### src/rtl/fmap_pkg.sv
// Shared types and width helpers for the feature-map double buffer.
// Latency: n/a (types and functions only).
// Backpressure: n/a.
package fmap_pkg;

  // Lifecycle of one frame slot.
  typedef enum logic [1:0] {
    EMPTY    = 2'd0,
    FILLING  = 2'd1,
    FULL     = 2'd2,
    DRAINING = 2'd3
  } slot_state_t;

  // Bits needed to index n items; never narrower than one bit.
  function automatic int cnt_width(input int n);
    return (n <= 1) ? 1 : $clog2(n);
  endfunction

  // Address width for a bank holding 'depth' words.
  function automatic int addr_width(input int depth);
    return cnt_width(depth);
  endfunction

  // Width of the channel (kernel index) counter.
  function automatic int chan_width(input int kernels);
    return cnt_width(kernels);
  endfunction

  // Width of the pixel counter for a square image of side 'side'.
  function automatic int pix_width(input int side);
    return cnt_width(side * side);
  endfunction

endpackage

### src/rtl/fmap_bank.sv
// Simple dual-port RAM bank: one write port, one registered read port.
// Latency: read data appears one cycle after re_i; rdata_o holds while re_i is low.
// Backpressure: none; the caller decides when to read or write.
module fmap_bank #(
  parameter int Width     = 16,
  parameter int Depth     = 16,
  parameter int AddrWidth = 4
) (
  input  logic                 clk_i,
  input  logic                 we_i,
  input  logic [AddrWidth-1:0] waddr_i,
  input  logic [Width-1:0]     wdata_i,
  input  logic                 re_i,
  input  logic [AddrWidth-1:0] raddr_i,
  output logic [Width-1:0]     rdata_o
);

  logic [Width-1:0] mem_q [Depth];

  // Write port; contents are deliberately left unreset.
  always_ff @(posedge clk_i) begin
    if (we_i) mem_q[waddr_i] <= wdata_i;
  end

  // Registered read port; the register holds its value until the next read.
  always_ff @(posedge clk_i) begin
    if (re_i) rdata_o <= mem_q[raddr_i];
  end

endmodule

### src/rtl/fmap_buffer.sv
// Two-slot feature-map store: PE-lane kernel-group writes in, channel-major raster replay out.
// Latency: first out_valid two cycles after the final beat of a frame; 1 pixel/cycle sustained.
// Backpressure: in_ready low while the write slot is FULL/DRAINING; output held stable under !out_ready.
module fmap_buffer
  import fmap_pkg::*;
#(
  parameter int NumberOfK          = 4,
  parameter int BitSize            = 16,
  parameter int ProcessingElements = 2,
  parameter int ImageWidth         = 4
) (
  input  logic                                  clk,
  input  logic                                  res,
  input  logic [NumberOfK-1:0]                  in_valid,
  input  logic [ProcessingElements*BitSize-1:0] in_data,
  output logic                                  in_ready,
  output logic [BitSize-1:0]                    out_data,
  output logic                                  out_valid,
  input  logic                                  out_ready,
  output logic [chan_width(NumberOfK)-1:0]      out_channel,
  output logic                                  out_last,
  output logic                                  frame_done,
  output logic                                  err
);

  localparam int K     = NumberOfK;
  localparam int PE    = ProcessingElements;
  localparam int G     = K / PE;
  localparam int TP    = ImageWidth * ImageWidth;
  localparam int Depth = 2 * G * TP;
  localparam int AW    = addr_width(Depth);
  localparam int CW    = chan_width(K);
  localparam int PW    = pix_width(ImageWidth);
  localparam int GW    = cnt_width(G);
  localparam int LW    = cnt_width(PE);

  slot_state_t slot_q [2];
  slot_state_t slot_d [2];

  logic          wr_ptr_q, wr_ptr_d, err_q, err_d;
  logic [GW-1:0] wr_grp_q, wr_grp_d;
  logic [PW-1:0] wr_pix_q, wr_pix_d;
  logic          rd_ptr_q, rd_ptr_d, rd_all_q, rd_all_d;
  logic [PW-1:0] rd_pix_q, rd_pix_d;
  logic [GW-1:0] rd_grp_q, rd_grp_d;
  logic [LW-1:0] rd_lane_q, rd_lane_d;
  logic [CW-1:0] rd_ch_q, rd_ch_d;

  // Output buffer: entry "r" is the RAM read register itself, entry "s" the older skid word.
  logic               rvld_q, rvld_d, r_last_q, r_last_d;
  logic [LW-1:0]      r_lane_q, r_lane_d;
  logic [CW-1:0]      r_ch_q, r_ch_d;
  logic               svld_q, svld_d, s_last_q, s_last_d;
  logic [BitSize-1:0] s_dat_q, s_dat_d;
  logic [CW-1:0]      s_ch_q, s_ch_d;
  logic               frame_done_q;

  logic [K-1:0]       exp_mask;
  logic               wr_beat, wr_good, wr_bad, wr_last;
  logic [AW-1:0]      wr_addr, rd_addr;
  slot_state_t        rd_state;
  logic               pop, can_issue, rd_issue, rd_last_pix, rd_final_pop;
  logic [BitSize-1:0] bank_rdata [PE];
  logic [BitSize-1:0] r_dat;

  // Write side: expected lane mask for the current group, beat qualification, bank address.
  always_comb begin
    exp_mask = '0;
    for (int k = 0; k < K; k++) exp_mask[k] = ((k / PE) == int'(wr_grp_q));
    in_ready = (slot_q[wr_ptr_q] == EMPTY) || (slot_q[wr_ptr_q] == FILLING);
    wr_beat  = (in_valid != '0) && in_ready;
    wr_good  = wr_beat && (in_valid == exp_mask);
    wr_bad   = wr_beat && !wr_good;
    wr_last  = wr_good && (wr_grp_q == GW'(G - 1)) && (wr_pix_q == PW'(TP - 1));
    wr_addr  = AW'(int'(wr_ptr_q) * G * TP + int'(wr_grp_q) * TP + int'(wr_pix_q));
  end

  // Write counters advance only on a well-formed beat; a malformed beat just raises err.
  always_comb begin
    wr_ptr_d = wr_ptr_q;
    wr_grp_d = wr_grp_q;
    wr_pix_d = wr_pix_q;
    err_d    = err_q | wr_bad;
    if (wr_good) begin
      if (wr_grp_q == GW'(G - 1)) begin
        wr_grp_d = '0;
        if (wr_pix_q == PW'(TP - 1)) begin
          wr_pix_d = '0;
          wr_ptr_d = ~wr_ptr_q;
        end else begin
          wr_pix_d = wr_pix_q + PW'(1);
        end
      end else begin
        wr_grp_d = wr_grp_q + GW'(1);
      end
    end
  end

  // Read side: issue a RAM read only when the output buffer cannot overflow.
  always_comb begin
    rd_state     = slot_q[rd_ptr_q];
    pop          = out_valid && out_ready;
    can_issue    = !(svld_q && rvld_q && !pop);
    rd_issue     = ((rd_state == FULL) || ((rd_state == DRAINING) && !rd_all_q)) && can_issue;
    rd_last_pix  = (rd_pix_q == PW'(TP - 1));
    rd_addr      = AW'(int'(rd_ptr_q) * G * TP + int'(rd_grp_q) * TP + int'(rd_pix_q));
    rd_final_pop = pop && out_last && (out_channel == CW'(K - 1));
  end

  // Read counters walk channel-major; the pointer moves once the last pixel leaves.
  always_comb begin
    rd_pix_d  = rd_pix_q;
    rd_grp_d  = rd_grp_q;
    rd_lane_d = rd_lane_q;
    rd_ch_d   = rd_ch_q;
    rd_all_d  = rd_all_q;
    rd_ptr_d  = rd_ptr_q;
    if (rd_issue) begin
      if (rd_last_pix) begin
        rd_pix_d = '0;
        if (rd_ch_q == CW'(K - 1)) begin
          rd_ch_d   = '0;
          rd_lane_d = '0;
          rd_grp_d  = '0;
          rd_all_d  = 1'b1;
        end else begin
          rd_ch_d = rd_ch_q + CW'(1);
          if (rd_lane_q == LW'(PE - 1)) begin
            rd_lane_d = '0;
            rd_grp_d  = rd_grp_q + GW'(1);
          end else begin
            rd_lane_d = rd_lane_q + LW'(1);
          end
        end
      end else begin
        rd_pix_d = rd_pix_q + PW'(1);
      end
    end
    if (rd_final_pop) begin
      rd_all_d = 1'b0;
      rd_ptr_d = ~rd_ptr_q;
    end
  end

  // Slot lifecycle; write and read transitions always target different slots.
  always_comb begin
    slot_d = slot_q;
    if (wr_good) slot_d[wr_ptr_q] = wr_last ? FULL : FILLING;
    if (rd_state == FULL) slot_d[rd_ptr_q] = DRAINING;
    if (rd_final_pop) slot_d[rd_ptr_q] = EMPTY;
  end

  // Output buffer: r is overwritten only after it is popped or moved into s.
  always_comb begin
    rvld_d   = rvld_q;
    r_lane_d = r_lane_q;
    r_ch_d   = r_ch_q;
    r_last_d = r_last_q;
    svld_d   = svld_q;
    s_dat_d  = s_dat_q;
    s_ch_d   = s_ch_q;
    s_last_d = s_last_q;
    if (rd_issue) begin
      rvld_d   = 1'b1;
      r_lane_d = rd_lane_q;
      r_ch_d   = rd_ch_q;
      r_last_d = rd_last_pix;
    end else if (pop && !svld_q) begin
      rvld_d = 1'b0;
    end
    if (rd_issue && rvld_q && !(pop && !svld_q)) begin
      svld_d   = 1'b1;
      s_dat_d  = r_dat;
      s_ch_d   = r_ch_q;
      s_last_d = r_last_q;
    end else if (svld_q && pop) begin
      svld_d = 1'b0;
    end
  end

  assign r_dat       = bank_rdata[r_lane_q];
  assign out_valid   = svld_q | rvld_q;
  assign out_data    = svld_q ? s_dat_q  : (rvld_q ? r_dat    : '0);
  assign out_channel = svld_q ? s_ch_q   : (rvld_q ? r_ch_q   : '0);
  assign out_last    = svld_q ? s_last_q : (rvld_q && r_last_q);
  assign frame_done  = frame_done_q;
  assign err         = err_q;

  // One bank per write lane; all banks read the same address and r_lane picks the word.
  for (genvar p = 0; p < PE; p++) begin : g_bank
    fmap_bank #(
      .Width     (BitSize),
      .Depth     (Depth),
      .AddrWidth (AW)
    ) u_bank (
      .clk_i   (clk),
      .we_i    (wr_good),
      .waddr_i (wr_addr),
      .wdata_i (in_data[p*BitSize +: BitSize]),
      .re_i    (rd_issue),
      .raddr_i (rd_addr),
      .rdata_o (bank_rdata[p])
    );
  end

  // State registers; reset empties both slots and flushes the output buffer.
  always_ff @(posedge clk or posedge res) begin
    if (res) begin
      slot_q[0]    <= EMPTY;
      slot_q[1]    <= EMPTY;
      wr_ptr_q     <= 1'b0;
      wr_grp_q     <= '0;
      wr_pix_q     <= '0;
      err_q        <= 1'b0;
      rd_ptr_q     <= 1'b0;
      rd_all_q     <= 1'b0;
      rd_pix_q     <= '0;
      rd_grp_q     <= '0;
      rd_lane_q    <= '0;
      rd_ch_q      <= '0;
      rvld_q       <= 1'b0;
      r_lane_q     <= '0;
      r_ch_q       <= '0;
      r_last_q     <= 1'b0;
      svld_q       <= 1'b0;
      s_dat_q      <= '0;
      s_ch_q       <= '0;
      s_last_q     <= 1'b0;
      frame_done_q <= 1'b0;
    end else begin
      slot_q       <= slot_d;
      wr_ptr_q     <= wr_ptr_d;
      wr_grp_q     <= wr_grp_d;
      wr_pix_q     <= wr_pix_d;
      err_q        <= err_d;
      rd_ptr_q     <= rd_ptr_d;
      rd_all_q     <= rd_all_d;
      rd_pix_q     <= rd_pix_d;
      rd_grp_q     <= rd_grp_d;
      rd_lane_q    <= rd_lane_d;
      rd_ch_q      <= rd_ch_d;
      rvld_q       <= rvld_d;
      r_lane_q     <= r_lane_d;
      r_ch_q       <= r_ch_d;
      r_last_q     <= r_last_d;
      svld_q       <= svld_d;
      s_dat_q      <= s_dat_d;
      s_ch_q       <= s_ch_d;
      s_last_q     <= s_last_d;
      frame_done_q <= rd_final_pop;
    end
  end

endmodule

### config.mk
export PLATFORM = sky130hd
export DESIGN_NAME = fmap_buffer
export DESIGN_NICKNAME = d
export VERILOG_FILES = /design/src/rtl/fmap_pkg.sv /design/src/rtl/fmap_bank.sv /design/src/rtl/fmap_buffer.sv
export SDC_FILE = /design/constraint.sdc
export NUM_CORES = 2
export LEC_CHECK = 0
export CORE_ASPECT_RATIO = 1.1
export CORE_UTILIZATION = 35
export DETAILED_ROUTE_END_ITERATION = 6
export PLACE_DENSITY = 0.49
export SYNTH_ARGS = -nofsm -noshare
export SYNTH_HDL_FRONTEND = slang
export SYNTH_SLANG_ARGS = --single-unit
### constraint.sdc
create_clock -name clk -period 11 [get_ports clk]
set_input_delay 2.2 -clock clk [delete_from_list [all_inputs] [get_ports clk]]
set_output_delay 2.2 -clock clk [all_outputs]
set_load 0.01 [all_outputs]
**Word level (Yosys, flattened, before mapping)**

Memory sizes are Yosys's and may differ from the RTL's. A register that Yosys moved wholly into a read port is not among the register bits.
Cells that the tools add are included.

- $add $sub $neg: 10
- $mul: 0
- Divide/modulo/power cells: 0
- $lt $le $gt $ge: 5
- Eq/ne operators: 8
- Shifts and indexed selects: 0
- Mux-type cells: 41
- Bitwise gates (word level): 11
- Reduce and logical (&&, ||, !) cells: 40

Operators with widths:

| operator | number |
|---|---|
| two-way mux 16 bit | 5 |
| two-way mux 2 bit | 12 |
| two-way mux 4 bit | 5 |
| logical AND 1 bit | 19 |
| two-way mux 1 bit | 16 |
| adder 6 x 4 -> 6 bit | 2 |
| adder 6 x 5 -> 6 bit | 2 |
| nonzero test 2 bit | 6 |
| AND reduction 3 bit | 3 |
| adder 4 x 1 -> 4 bit (second input constant) | 2 |
| equality test 2 bit (second input constant) | 4 |
| equality test 4 bit (second input constant) | 2 |
| >= comparator 2 bit (second input constant) | 3 |
| zero test 1 bit | 6 |
| inverter 1 -> 2 bit | 3 |
| bitwise AND 4 bit | 1 |
| bitwise mux 4 bit | 1 |
| demux 2 bit (select 1 bit) | 2 |
| equality test 4 bit | 1 |
| < comparator 2 x 1 -> 1 bit (second input constant) | 2 |
| inverter 4 bit | 1 |
| OR 4 bit | 1 |
| AND reduction 2 bit | 2 |
| nonzero test 4 bit | 1 |
| other kinds (7) | 13 |

- Register bits after elaboration: 47
- Latch bits: 0
- Memory bits (writable): 2,048
- Bits in read-only memories: 0
- Input port bits: 39
- Output and inout port bits: 23
- Logic and storage cells: 138
- Memories kept: 2

Memories:

| name | words | width | read ports | clocked after memory_dff | wr ports | line | text |
|---|---|---|---|---|---|---|---|
| g_bank[0].u_bank.mem_q | 64 | 16 | 1 | 1 | 1 | fmap_bank.sv:18 | `logic [Width-1:0] mem_q [Depth];` |
| g_bank[1].u_bank.mem_q | 64 | 16 | 1 | 1 | 1 | fmap_bank.sv:18 |  |

**Logic depth before layout (Yosys ltp)**

- Word-level depth: 17
- Depth in mapped cells: 11

**Modules after synthesis**

A second synthesis with hierarchy kept.

- Cells, all modules: 3,900
- Area total of the unflattened synthesis: 83,017.1 µm²

Modules (own cells, without submodules):

| module | times used | cells each | area each (µm²) | seq. area each (µm²) |
|---|---|---|---|---|
| fmap_bank | 2 | 1,829 | 40,202.3 | 31,230.0 |
| fmap_buffer | 1 | 242 | 2,612.5 | 1,176.1 |

**Worst setup path before layout**

Ideal clock, no wire load.

- Kind: input port to flip-flop
- Start: in in_valid[3]
- End: mem g_bank[0].u_bank.mem_q[14][0] (enable)
- Data arrival time: 4,663 ps
- Required time: 10,579 ps
- Slack: 5,916 ps
- Cell stages on the path: 5
- Buffers on the path: 0
- Cell sequence: nor2_1 nand4_1 a21oi_1 nand4b_1 nor2_1

- Longest elaborated chain between the ends: 5

Ends and longest elaborated chain:

| element | line | text |
|---|---|---|
| from (decl) | fmap_buffer.sv:14 | `input logic [NumberOfK-1:0] in_valid,` |
| nonzero test 4 bit | fmap_buffer.sv:71 | `wr_beat = (in_valid != '0) && in_ready;` |
| logical AND 1 bit | fmap_buffer.sv:71 |  |
| logical AND 1 bit * | fmap_buffer.sv:72 | `wr_good = wr_beat && (in_valid == exp_mask);` |
| two-way mux 1 bit * | fmap_bank.sv:22 | `if (we_i) mem_q[waddr_i] <= wdata_i;` |
| two-way mux 1 bit (implied by the code) * | fmap_bank.sv:22 |  |
| to (decl) | fmap_bank.sv:18 |  |

Every way passes the cells marked *; elsewhere a longest branch is shown, timed or not.

**Final worst setup path**

- Start: reg svld_q
- End: out out_data[6]

- Longest elaborated chain between the ends: 1

Ends and longest elaborated chain:

| element | line | text |
|---|---|---|
| from (decl) | fmap_buffer.sv:53 | `logic svld_q, svld_d, s_last_q, s_last_d;` |
| from (signal assigned) | fmap_buffer.sv:246 | `svld_q <= svld_d;` |
| two-way mux 16 bit | fmap_buffer.sv:183 | `assign out_data = svld_q ? s_dat_q : (rvld_q ? r_dat : '0);` |
| to (decl) | fmap_buffer.sv:17 | `output logic [BitSize-1:0] out_data,` |

No other way between the ends.

==> impl_results.md <==
- Hold path depth: 2
- RSZ-0062 raised after global routing: no
- Die ar.: 0.2361 mm²
- Met2 WL: 112.7 mm
- Max Freq: roughly 180 MHz
- Hold_sp: s_dat_q[7]
- Mapped cell area: 0.08194 mm²
- Failing checks: DRC
- Layout Utilization: 40.35%
- Nets@finish: 3942
- Dpl cells: 6771
- DR top layer: met5
- Final TNS setup: 0 ns
- Leakage power: 27.74 nW
- Synth Flop Type: edfxtp_1
- Max-slew headroom: 15.76%
- Final number of hold-violating endpoints: 0
- Die Width: 463.4 µm
- Largest vdd supply drop: 0.0001646 V
- Worst R2R Path Depth: 8
- Die Y: 509.5 µm
- Post-Syn Instances: 3674
- Worst hold slack: approximately 0.48 ns
- Total gr overflow: 0
- Worst clock skew: 0.03329 ns
- #FFs+latches synth: ~2100
- Worst Hold End: s_dat_q[7]
- Post-CTS Resized: 0
- Post-cts hold buffer count: 0
- CP Data Required Time: 8.80 ns
- Reg2Reg Capture Point: g_bank[1].u_bank.rdata_o[15]
- TritonCTS clock tree: yes
- DRT iter0 DRCs: 4645
- Routed wire length: 231.5 mm
- Largest family of logic cells by synthesized area: multiplexers
- Wire length per cell: 32.28 µm
- Initial core utilization: approximately a third
- Placeable core area: 0.2319 mm²
- Final instance area: between 0.09 and 0.1 mm²
- Router iterations before antenna repair: 7
- R2R setup slack: 6.21 ns
- Setup crit end kind: output pin
- Synth Area in Compound Gates: 2.109%
- Reg clk slew, reported paths: roughly 0.060 ns
- Synth Area in XOR/XNOR: 0.05344%
- GP Congestion: about 0.82
- Post CTS Setup Buffer Count: 0
- H-tree depth: 4
- Slew @ Worst Pin: 1.261 ns
- Number of global-route vias before repair: 39006
- Multiplexer share of the synthesized area: around 17%
- Seq/Total Area, Yosys: 77.66%
- Crit path max fanout: 27
- DRC violations left: 3
- Power per cell area: 178.9 mW/mm²
- ANT nets after route: 0
- IO buf count: 61
- Syn. warnings: 0
- Crit path launch type: register
- Post-placement cell area: approximately 0.087 mm²
- CP Class: register to output pin
- Skew-Pair Late Insertion Delay: 0.85 ns
- Data arrival, critical path: 3.26 ns
- GRT Util Overall: 19.56%
- First-pass GRT wire length: ~320 mm
- Reg-to-Reg Start: rd_pix_q[1]
- Largest net degree at the start of global routing: 106
- Vias per cell: 5.396
- Met1 wire length: 97.69 mm
- Placement Rows: 185
- Maximum root-to-sink buffer count: 3
- Pins over their slew limit: 0
- Max stage delay on crit path: 0.71 ns
- Vias: 38692
- Worst path slowest cell: nand2b_1
- # IOs: 62
- TritonCTS buffer count: 212
- Post-layout min period: 5.462 ns
- Unique masters post-synth: 55
- Fin crit share: about half
- Synth Area in Adders: 0.05802%
- Critical-path cell list: buf_4 > nand2b_1 > o21ai_0 > clkdlybuf4s50_1
- Met3 routed wirelength: 14.74 mm
- Fill count: 20502
- Synth Area in Simple Gates: under 10%
- Initial antenna violation count: 22
- Max-Cap Viols: 0
- Final setup vio count: 0
- Non-Filler Instances: 7170
- Synth-to-layout area growth: 14.20%
- Avg Cell Area, Syn: 22.30 µm²
- Share of layout cells above drive strength 1: about 27%
- Post-synth ARST share: under 10%
- CTS root buf: clkbuf_16
- EDFF count, synth: 2080
- Dpl hpwl: approximately 130 mm
- CTS Sinks: 2127
- Status: complete, but fails checks
- Syn_nets: 3716
- Hold WC Path Type: register to register
## Yosys cell counts (all sizes together), types with 6 or more instances
library cell  instances  area share (%)
mux2i               186             2.3
nand2               131            0.60
a22oi                47            0.43
inv                  12           0.055
nand3                16           0.098
buf                 136             1.1
dfrtp                47             1.4
a221oi               18            0.19
clkbuf               66            0.30
o21ai                55            0.34
nor2                100            0.46
a211oi               24            0.22
edfxtp             2080              76
o22ai                11           0.084
o221ai                7           0.075
nor3                  7           0.043
o211ai               11            0.10
mux4                517              14
a21oi                65            0.40
mux2                 38            0.52
nand2b                9           0.069
nand4                 6           0.046
nor2b                20            0.15
## layer usage
metal,track usage [%],vias up
li1,-,15960
met1,27.30,21105
met3,2.908,279
met4,5.759,4
met5,0,-
met2,31.83,1344
## layout by cell type, fill, tap and decap left out, types with 8 or more instances in the layout
master,count
dfrtp_1,42
nor2_4,64
nor2b_1,19
o21ai_0,55
nand3_1,14
o211ai_1,11
a221oi_1,18
nand2_1,131
a21oi_1,64
edfxtp_1,2080
clkinv_1,56
mux4_2,517
inv_1,10
mux2i_1,186
bufinv_16,14
clkdlybuf4s50_1,29
buf_2,31
buf_12,9
nand2b_1,9
clkinv_2,43
buf_4,145
a22oi_1,47
mux2_2,38
diode_2,8
nor2_1,33
a211oi_1,24
o22ai_1,11
clkbuf_16,217
clkbuf_1,52
## state kept, by name (all words and copies together), names as in the netlist, 2 cells and up
register and flops:
g_bank.u_bank.mem_q 2048, g_bank.u_bank.rdata_o 32, r_ch_q 2, rd_ch_q 2
rd_pix_q 4, s_ch_q 2, s_dat_q 16, slot_q 4
wr_pix_q 4
## through the flow
stage,worst slack (ns),total power [W]
CTS,5.337,0.01691
floorplan,5.916,0.009528
detailed placement,5.144,0.009943
global route,5.338,0.01721
global placement,5.114,0.009934
finish,5.538,0.01674
## area by class of cell
type,instances,area (µm²),area share (%)
clock inverters,121,980.9,1.048
repair buffers,214,1714,1.832
inverters,14,53.80,0.05749
flip-flops and latches,2127,63650,68.02
multi-input cells,1331,17660,18.87
well taps,3085,3860,4.125
clock buffers,270,5639,6.026
diodes,8,20.02,0.02139
## worst max path at each step
stage,startpoint,to,slack (ns),depth (start not counted)
3_5_place_dp,in_valid[3],g_bank[1].u_bank.mem_q[48][9],5.14,8
6_report,svld_q,out_data[6],5.54,4
5_1_grt,svld_q,out_data[6],5.34,4
4_1_cts,svld_q,out_data[6],5.34,4
3_3_place_gp,in_valid[3],g_bank[1].u_bank.mem_q[48][14],5.11,8
2_1_floorplan,in_valid[3],g_bank[0].u_bank.mem_q[14][0],5.92,5
## cells by family (layout without fill, tap and decap cells)
family / Yosys count / in the layout
AO/OA/AOI/OAI: 265 / 265
other: 0 / 8
flip-flops: 2127 / 2127
adder cells (fa/ha/maj): 4 / 4
XOR/XNOR: 5 / 5
multiplexers: 741 / 741
AND/OR/NAND/NOR: 316 / 316
buffers and inverters: 216 / 619
## worst max-delay path, delay by kind of cell, from the launching register on
kind	cells	cell delay, ns
flip-flops	1	0.36
AO/OA/AOI/OAI	1	0.48
buffers and inverters	2	0.85
AND/OR/NAND/NOR	1	0.71
## where the power goes
group | total [W] | leakage [nW] | switching [W] | internal, W
clock network | 0.00698 | 3.26 | 0.00305 | 0.00394
registers | 0.00900 | 19.3 | 0.0000534 | 0.00895
logic | 0.000755 | 5.20 | 0.000511 | 0.000244
(Power assumes the default switching activity.)
